### src/rtl/location_scanner.sv
`timescale 1ns/1ps
`default_nettype none
// ============================================================================
// Module      : location_scanner
// Description : Walks a programmable rectangular window of the game world one
//               coordinate per valid/ready handshake, with configurable X/Y
//               stride and row-major or column-major order. Pulses FRAME_DONE
//               after the final coordinate of the window is accepted.
//               Optional macro LOCATION_SCANNER_CONTINUOUS_EN: rescan the
//               window endlessly and count completed frames on FRAME_CNT.
// Revision    : 1.0 - initial release
// ============================================================================
module location_scanner #(
    parameter int X_BITS   = 10,
    parameter int Y_BITS   = 9,
    parameter int MAX_X    = 640,
    parameter int MAX_Y    = 480,
    parameter int STRIDE_X = 1,
    parameter int STRIDE_Y = 1
) (
    input  logic              CLK,
    input  logic              RESET_SIM_N,
    input  logic              START,
    input  logic              STOP,
    input  logic              HOLD,
    input  logic              COL_MAJOR,
    input  logic [X_BITS-1:0] WIN_X0,
    input  logic [X_BITS-1:0] WIN_X1,
    input  logic [Y_BITS-1:0] WIN_Y0,
    input  logic [Y_BITS-1:0] WIN_Y1,
    input  logic              LOC_READY,
    output logic              LOC_VALID,
    output logic [X_BITS-1:0] curX,
    output logic [Y_BITS-1:0] curY,
    output logic              LINE_END,
    output logic              FRAME_END,
    output logic              FRAME_DONE,
    output logic              BUSY,
    output logic              START_ERR
`ifdef LOCATION_SCANNER_CONTINUOUS_EN
    ,
    output logic [7:0]        FRAME_CNT
`endif
);

    localparam logic [X_BITS-1:0] c_x_last = X_BITS'(MAX_X - 1);
    localparam logic [Y_BITS-1:0] c_y_last = Y_BITS'(MAX_Y - 1);
    // One extra bit so a step past the top of the coordinate range is seen
    // as "beyond the bound" rather than wrapping back into the window.
    localparam logic [X_BITS:0]   c_step_x = (X_BITS + 1)'(STRIDE_X);
    localparam logic [Y_BITS:0]   c_step_y = (Y_BITS + 1)'(STRIDE_Y);

    typedef enum logic [0:0] {
        S_IDLE = 1'b0,
        S_SCAN = 1'b1
    } state_t;

    state_t            state_q, state_d;
    logic [X_BITS-1:0] cur_x_q, cur_x_d;
    logic [Y_BITS-1:0] cur_y_q, cur_y_d;
    logic [X_BITS-1:0] win_x0_q, win_x0_d, win_x1_q, win_x1_d;
    logic [Y_BITS-1:0] win_y0_q, win_y0_d, win_y1_q, win_y1_d;
    logic              col_major_q, col_major_d;
    logic              frame_done_q, frame_done_d;
    logic              start_err_q, start_err_d;
`ifdef LOCATION_SCANNER_CONTINUOUS_EN
    logic [7:0]        frame_cnt_q, frame_cnt_d;
`endif

    logic [X_BITS:0]   w_nx;
    logic [Y_BITS:0]   w_ny;
    logic              w_x_over;
    logic              w_y_over;
    logic              w_fast_over;
    logic              w_frame_over;
    logic              w_valid;
    logic              w_accept;
    logic              w_start_ok;

    // Candidate next coordinate and bound tests against the latched window.
    always_comb begin
        w_nx         = {1'b0, cur_x_q} + c_step_x;
        w_ny         = {1'b0, cur_y_q} + c_step_y;
        w_x_over     = (w_nx > {1'b0, win_x1_q});
        w_y_over     = (w_ny > {1'b0, win_y1_q});
        w_fast_over  = col_major_q ? w_y_over : w_x_over;
        w_frame_over = w_x_over & w_y_over;
        w_valid      = (state_q == S_SCAN);
        w_accept     = w_valid & LOC_READY & ~HOLD & ~STOP;
        w_start_ok   = (WIN_X0 <= WIN_X1) && (32'(WIN_X1) < 32'(MAX_X)) &&
                       (WIN_Y0 <= WIN_Y1) && (32'(WIN_Y1) < 32'(MAX_Y));
    end

    // State register; reset restores the full-world window parked on its last pixel.
    always_ff @(posedge CLK or negedge RESET_SIM_N) begin
        if (!RESET_SIM_N) begin
            state_q      <= S_IDLE;
            cur_x_q      <= c_x_last;
            cur_y_q      <= c_y_last;
            win_x0_q     <= '0;
            win_x1_q     <= c_x_last;
            win_y0_q     <= '0;
            win_y1_q     <= c_y_last;
            col_major_q  <= 1'b0;
            frame_done_q <= 1'b0;
            start_err_q  <= 1'b0;
`ifdef LOCATION_SCANNER_CONTINUOUS_EN
            frame_cnt_q  <= 8'd0;
`endif
        end else begin
            state_q      <= state_d;
            cur_x_q      <= cur_x_d;
            cur_y_q      <= cur_y_d;
            win_x0_q     <= win_x0_d;
            win_x1_q     <= win_x1_d;
            win_y0_q     <= win_y0_d;
            win_y1_q     <= win_y1_d;
            col_major_q  <= col_major_d;
            frame_done_q <= frame_done_d;
            start_err_q  <= start_err_d;
`ifdef LOCATION_SCANNER_CONTINUOUS_EN
            frame_cnt_q  <= frame_cnt_d;
`endif
        end
    end

    // Next-state logic: start/reject in IDLE; STOP, freeze or step in SCAN.
    always_comb begin
        state_d      = state_q;
        cur_x_d      = cur_x_q;
        cur_y_d      = cur_y_q;
        win_x0_d     = win_x0_q;
        win_x1_d     = win_x1_q;
        win_y0_d     = win_y0_q;
        win_y1_d     = win_y1_q;
        col_major_d  = col_major_q;
        frame_done_d = 1'b0;
        start_err_d  = 1'b0;
`ifdef LOCATION_SCANNER_CONTINUOUS_EN
        frame_cnt_d  = frame_cnt_q;
`endif
        case (state_q)
            S_IDLE: begin
                if (START && !HOLD) begin
                    if (w_start_ok) begin
                        win_x0_d    = WIN_X0;
                        win_x1_d    = WIN_X1;
                        win_y0_d    = WIN_Y0;
                        win_y1_d    = WIN_Y1;
                        col_major_d = COL_MAJOR;
                        cur_x_d     = WIN_X0;
                        cur_y_d     = WIN_Y0;
                        state_d     = S_SCAN;
                    end else begin
                        start_err_d = 1'b1;
                    end
                end
            end
            S_SCAN: begin
                if (STOP) begin
                    state_d = S_IDLE;
                end else if (w_accept) begin
                    if (w_frame_over) begin
                        frame_done_d = 1'b1;
`ifdef LOCATION_SCANNER_CONTINUOUS_EN
                        cur_x_d      = win_x0_q;
                        cur_y_d      = win_y0_q;
                        frame_cnt_d  = frame_cnt_q + 8'd1;
`else
                        state_d      = S_IDLE;
`endif
                    end else if (!col_major_q) begin
                        if (!w_x_over) begin
                            cur_x_d = w_nx[X_BITS-1:0];
                        end else begin
                            cur_x_d = win_x0_q;
                            cur_y_d = w_ny[Y_BITS-1:0];
                        end
                    end else begin
                        if (!w_y_over) begin
                            cur_y_d = w_ny[Y_BITS-1:0];
                        end else begin
                            cur_y_d = win_y0_q;
                            cur_x_d = w_nx[X_BITS-1:0];
                        end
                    end
                end
            end
            default: state_d = S_IDLE;
        endcase
    end

    assign LOC_VALID  = w_valid;
    assign BUSY       = w_valid;
    assign curX       = cur_x_q;
    assign curY       = cur_y_q;
    assign LINE_END   = w_valid & w_fast_over;
    assign FRAME_END  = w_valid & w_frame_over;
    assign FRAME_DONE = frame_done_q;
    assign START_ERR  = start_err_q;
`ifdef LOCATION_SCANNER_CONTINUOUS_EN
    assign FRAME_CNT  = frame_cnt_q;
`endif

endmodule
`default_nettype wire

### config.mk
export PLATFORM = sky130hd
export DESIGN_NAME = location_scanner
export DESIGN_NICKNAME = d
export VERILOG_FILES = /design/src/rtl/location_scanner.sv
export SDC_FILE = /design/constraint.sdc
export NUM_CORES = 1
export LEC_CHECK = 0
export ABC_AREA = 1
export BUFFER_PORTS_ARGS = -buffer_cell sky130_fd_sc_hd__buf_2
export CAP_MARGIN = 20
export CORE_MARGIN = 2
export CORE_UTILIZATION = 43
export CTS_BUF_LIST = sky130_fd_sc_hd__clkbuf_4
export DETAILED_ROUTE_END_ITERATION = 12
export PLACE_DENSITY = 0.74
export SYNTH_ARGS = -nofsm -noshare
export SYNTH_HDL_FRONTEND = slang
export SYNTH_SLANG_ARGS = --single-unit
### constraint.sdc
create_clock -name CLK -period 3.81 [get_ports CLK]
set_clock_uncertainty 0.15 [all_clocks]
set_input_delay 0.762 -clock CLK [delete_from_list [all_inputs] [get_ports CLK]]
set_output_delay 0.762 -clock CLK [all_outputs]
set_load 0.05 [all_outputs]
==> results.toml <==
[status]
status = "finished with violations"
violations = "negative setup slack"

[power_and_ir_drop]
power_density_nw_per_um2 = 753
vdd_drop_max_uv = 326
clockPowerShare_pct = 15.0
switching_share_pct = 47.3
p_switching_uw = 2050
combPwrFrac_pct = 57.6
leakage_uw = 0.00315
internal_power_uw = 2280
seqPwrFrac_pct = 27.4

[die]
row_count = 37
die_area_um2 = 11200
ios = 70
dieWidth_um = 106
core_um2 = 10200
initial_utilization_pct = 43.7
dieHeight_um = 106

[logic_synthesis]
yosys_warnings = 0
yosysTopAreaCellShare_pct = 19.5
ys_ff_latch = 61
synth_area_um2 = 4450
async_reset_ff_share_pct = 100
synth_edf_count = 0
synth_cells = 636
ys_seq_area_share_pct = 35.2
synth_flop_cell = "dfstp_2"
netlist_top_cells_area = "nand2_1, dfstp_2, dfrtp_1"
synth_cell_types = 30
synth_largest_area_cell = "nand2_1"
avgSynthCellArea_um2 = 7.00
synthesis.nets = 721

[critical_path]
worstPathArrival_ns = 2.98
worstPathRequired_ns = 2.90
reg2reg_slack_ns = 0.15
cpPeakStageDelay_ns = 0.57
cp-end-kind = "output port"
worstPathCellList = "nand2_1 > nor2_1 > nand2_2 > xor2_2 > inv_1 > ha_1 > nand2_1 > nand2_1 > nand2_1 > nand2_1 > nor2_2 > nand2_4 > nand2_4 > nor2_4 > nand2_2 > inv_2 > buf_8"
cp-start-kind = "flip-flop"
critical_path.max_fanout = 4
cpMaxStageDelayCell = "dfstp_2"
path_common_cell = "nand2_1"
crit_buf_inv = 3
crit_type = "reg2out"
cpLargestDelayFamily = "simple AND/OR/NAND/NOR gates"

[global_route]
track_usage_pct = 23.8
grt_overflow = 0
grt_pass1_wl_um = 21100
grt_pass1_vias = 4322
antenna_found_initial = 0
grt_max_degree = 52

[final_layout]
multi_input_area_um2 = 2600
num-nets-final = 831
fill_cells = 945
final_util_pct = 56.4
regArea_um2 = 1570
synthToLayoutAreaGrowth_pct = 29.0
drive_gt1_share_pct = 30.6
num_antenna_cells = 0

[cts]
clk_path_buf_depth = 2
numCtsBuffers = 9
cts-root-buf = "clkbuf_4"
cts-htree-levels = 3
path_clk_slew_ns = 0.10
clock_latency_ns = 0.43
clock-sinks = 61
cts_tree = "built"

[timing]
finalSetupViolCount = 2
setup_ws_ns = -0.0828
slew_headroom_pct = 53.6
hold_viol = 0
holdWs_ns = 0.202
rsz0062_at_grt = "yes"
fin_crit_sh_pct = 102
tightestPinTransition_ns = 0.696
tns_ns = -0.109
slew_violations = 0
fin_crit_ns = 3.89
max_freq_mhz = 257

[placement]
port_buffers = 69
place_hpwl_um = 9140
finalWeightedCongestion = 0.949

[hold_path]
min_path_type = "in2async"

[drt]
vias = 4498
dr.pass1.iters = 5
vias_per_cell = 5.07
drt.antenna.violating_nets = 0
drt_iter0_markers = 290
drc = 0
wl_um = 13100
wire_per_inst_um = 14.7

[job]
drv.max_cap_violation_count = 0
[cells by family (layout without fill, tap and decap cells)]
kind of cell / count (synthesis) / after routing / share of synthesized area, %
AND/OR/NAND/NOR: 333 / 334 / 32.5
adder cells (fa/ha/maj): 40 / 40 / 11.2
flip-flops: 61 / 61 / 35.2
buffers and inverters: 137 / 251 / 12.2
AO/OA/AOI/OAI: 53 / 53 / 6.54
XOR/XNOR: 12 / 12 / 2.36
[power by group through the flow]
stage | logic (µW) | clock network [µW] | registers, µW
after global routing | 2740 | 691 | 1220
after floorplan | 1170 | 0 | 1460
after CTS | 2230 | 659 | 1170
final | 2490 | 650 | 1190
after detailed placement | 1930 | 0 | 1200
after global placement | 1890 | 0 | 1180
[worst reg2reg max path, stage by stage, from the launching register on]
cell and delay, ns:
dfstp_2 0.58, nand2_2 0.07, or3_4 0.41, xor2_4 0.18
inv_2 0.07, ha_4 0.27, nand2_1 0.05, nor3_2 0.19
nand3_2 0.16, buf_4 0.17, buf_4 0.12, buf_4 0.12
buf_4 0.12, buf_4 0.12, buf_4 0.12, buf_4 0.17
a21oi_4 0.18, a21oi_4 0.09, nand2_2 0.13, nand2_1 0.06
nand2_1 0.07
[synth_stat cells, types with 5 or more instances]
library cell,number
nand4_1,24
nor2_1,19
buf_2,7
a21oi_1,9
xor2_1,11
o21ai_0,38
nand2_1,231
dfrtp_1,29
inv_1,113
buf_4,5
dfstp_2,32
nand3_1,43
clkbuf_1,8
ha_1,40
[cell usage in the layout (no fill, tap or decap), types with 9 or more instances in the layout]
cell        n
ha_1       36
dfstp_2    32
clkbuf_4    9
inv_1     108
dfrtp_1    29
nor2_1     11
o21ai_0    38
nand3_1    37
nand4_1    24
nand2_2    13
buf_2      67
buf_4      49
nand2_1   219
[layer usage]
layer  wire length [µm]  track usage, %  vias to the layer above
met4                351            7.80                        0
li1                   -               -                     2202
met2               6020            37.6                      160
met1               5800            32.7                     2107
met3                886            4.89                       29
met5                  0               0                        -
[worst paths after layout]
check / depth (start not counted) / startpoint / to
max: 17 / curY[6] / FRAME_END
min in group CLK: 2 / win_y1_q[0] / win_y1_q[0]
min reg2reg: 2 / win_y1_q[0] / win_y1_q[0]
max reg2reg: 20 / curX[3] / curY[7]
max in group asynchronous: 3 / RESET_SIM_N / win_y1_q[2]
min: 1 / RESET_SIM_N / FRAME_DONE
[timing repair]
item | in CTS | in global routing
resized for setup | 35 | 25
endpoints found under the setup margin | 2 | 14
setup buffers | 31 | 9
gates cloned | 0 | 1
pin swaps | 19 | 19
hold buffers | 0 | 0
[registers in the layout, summed over array words and instances (netlist names)]
signal       count
win_y0_q         9
win_y1_q         9
curY             9
curX            10
BUSY             1
win_x1_q        10
win_x0_q        10
START_ERR        1
col_major_q      1
FRAME_DONE       1
[layout make-up]
class / instances / share of cell area [%]
clock buffer: 9 / 1.18
clock inverter: 7 / 2.40
inverter: 115 / 7.51
multi-input combinational: 439 / 45.3
sequential: 61 / 27.3
tap: 136 / 2.96
timing repair buffer: 120 / 13.4
[per-stage QoR]
stage	power, µW	worst slack (ns)	cell area [µm²]	instances
6_report	4330	-0.0828	5750	887
5_1_grt	4650	-0.280	5750	887
4_1_cts	4070	0.00262	5530	876
3_5_place_dp	3120	0.0995	4940	829
3_3_place_gp	3070	0.225	4940	829
2_1_floorplan	2630	0.0219	4460	636
(Power assumes the default switching activity.)
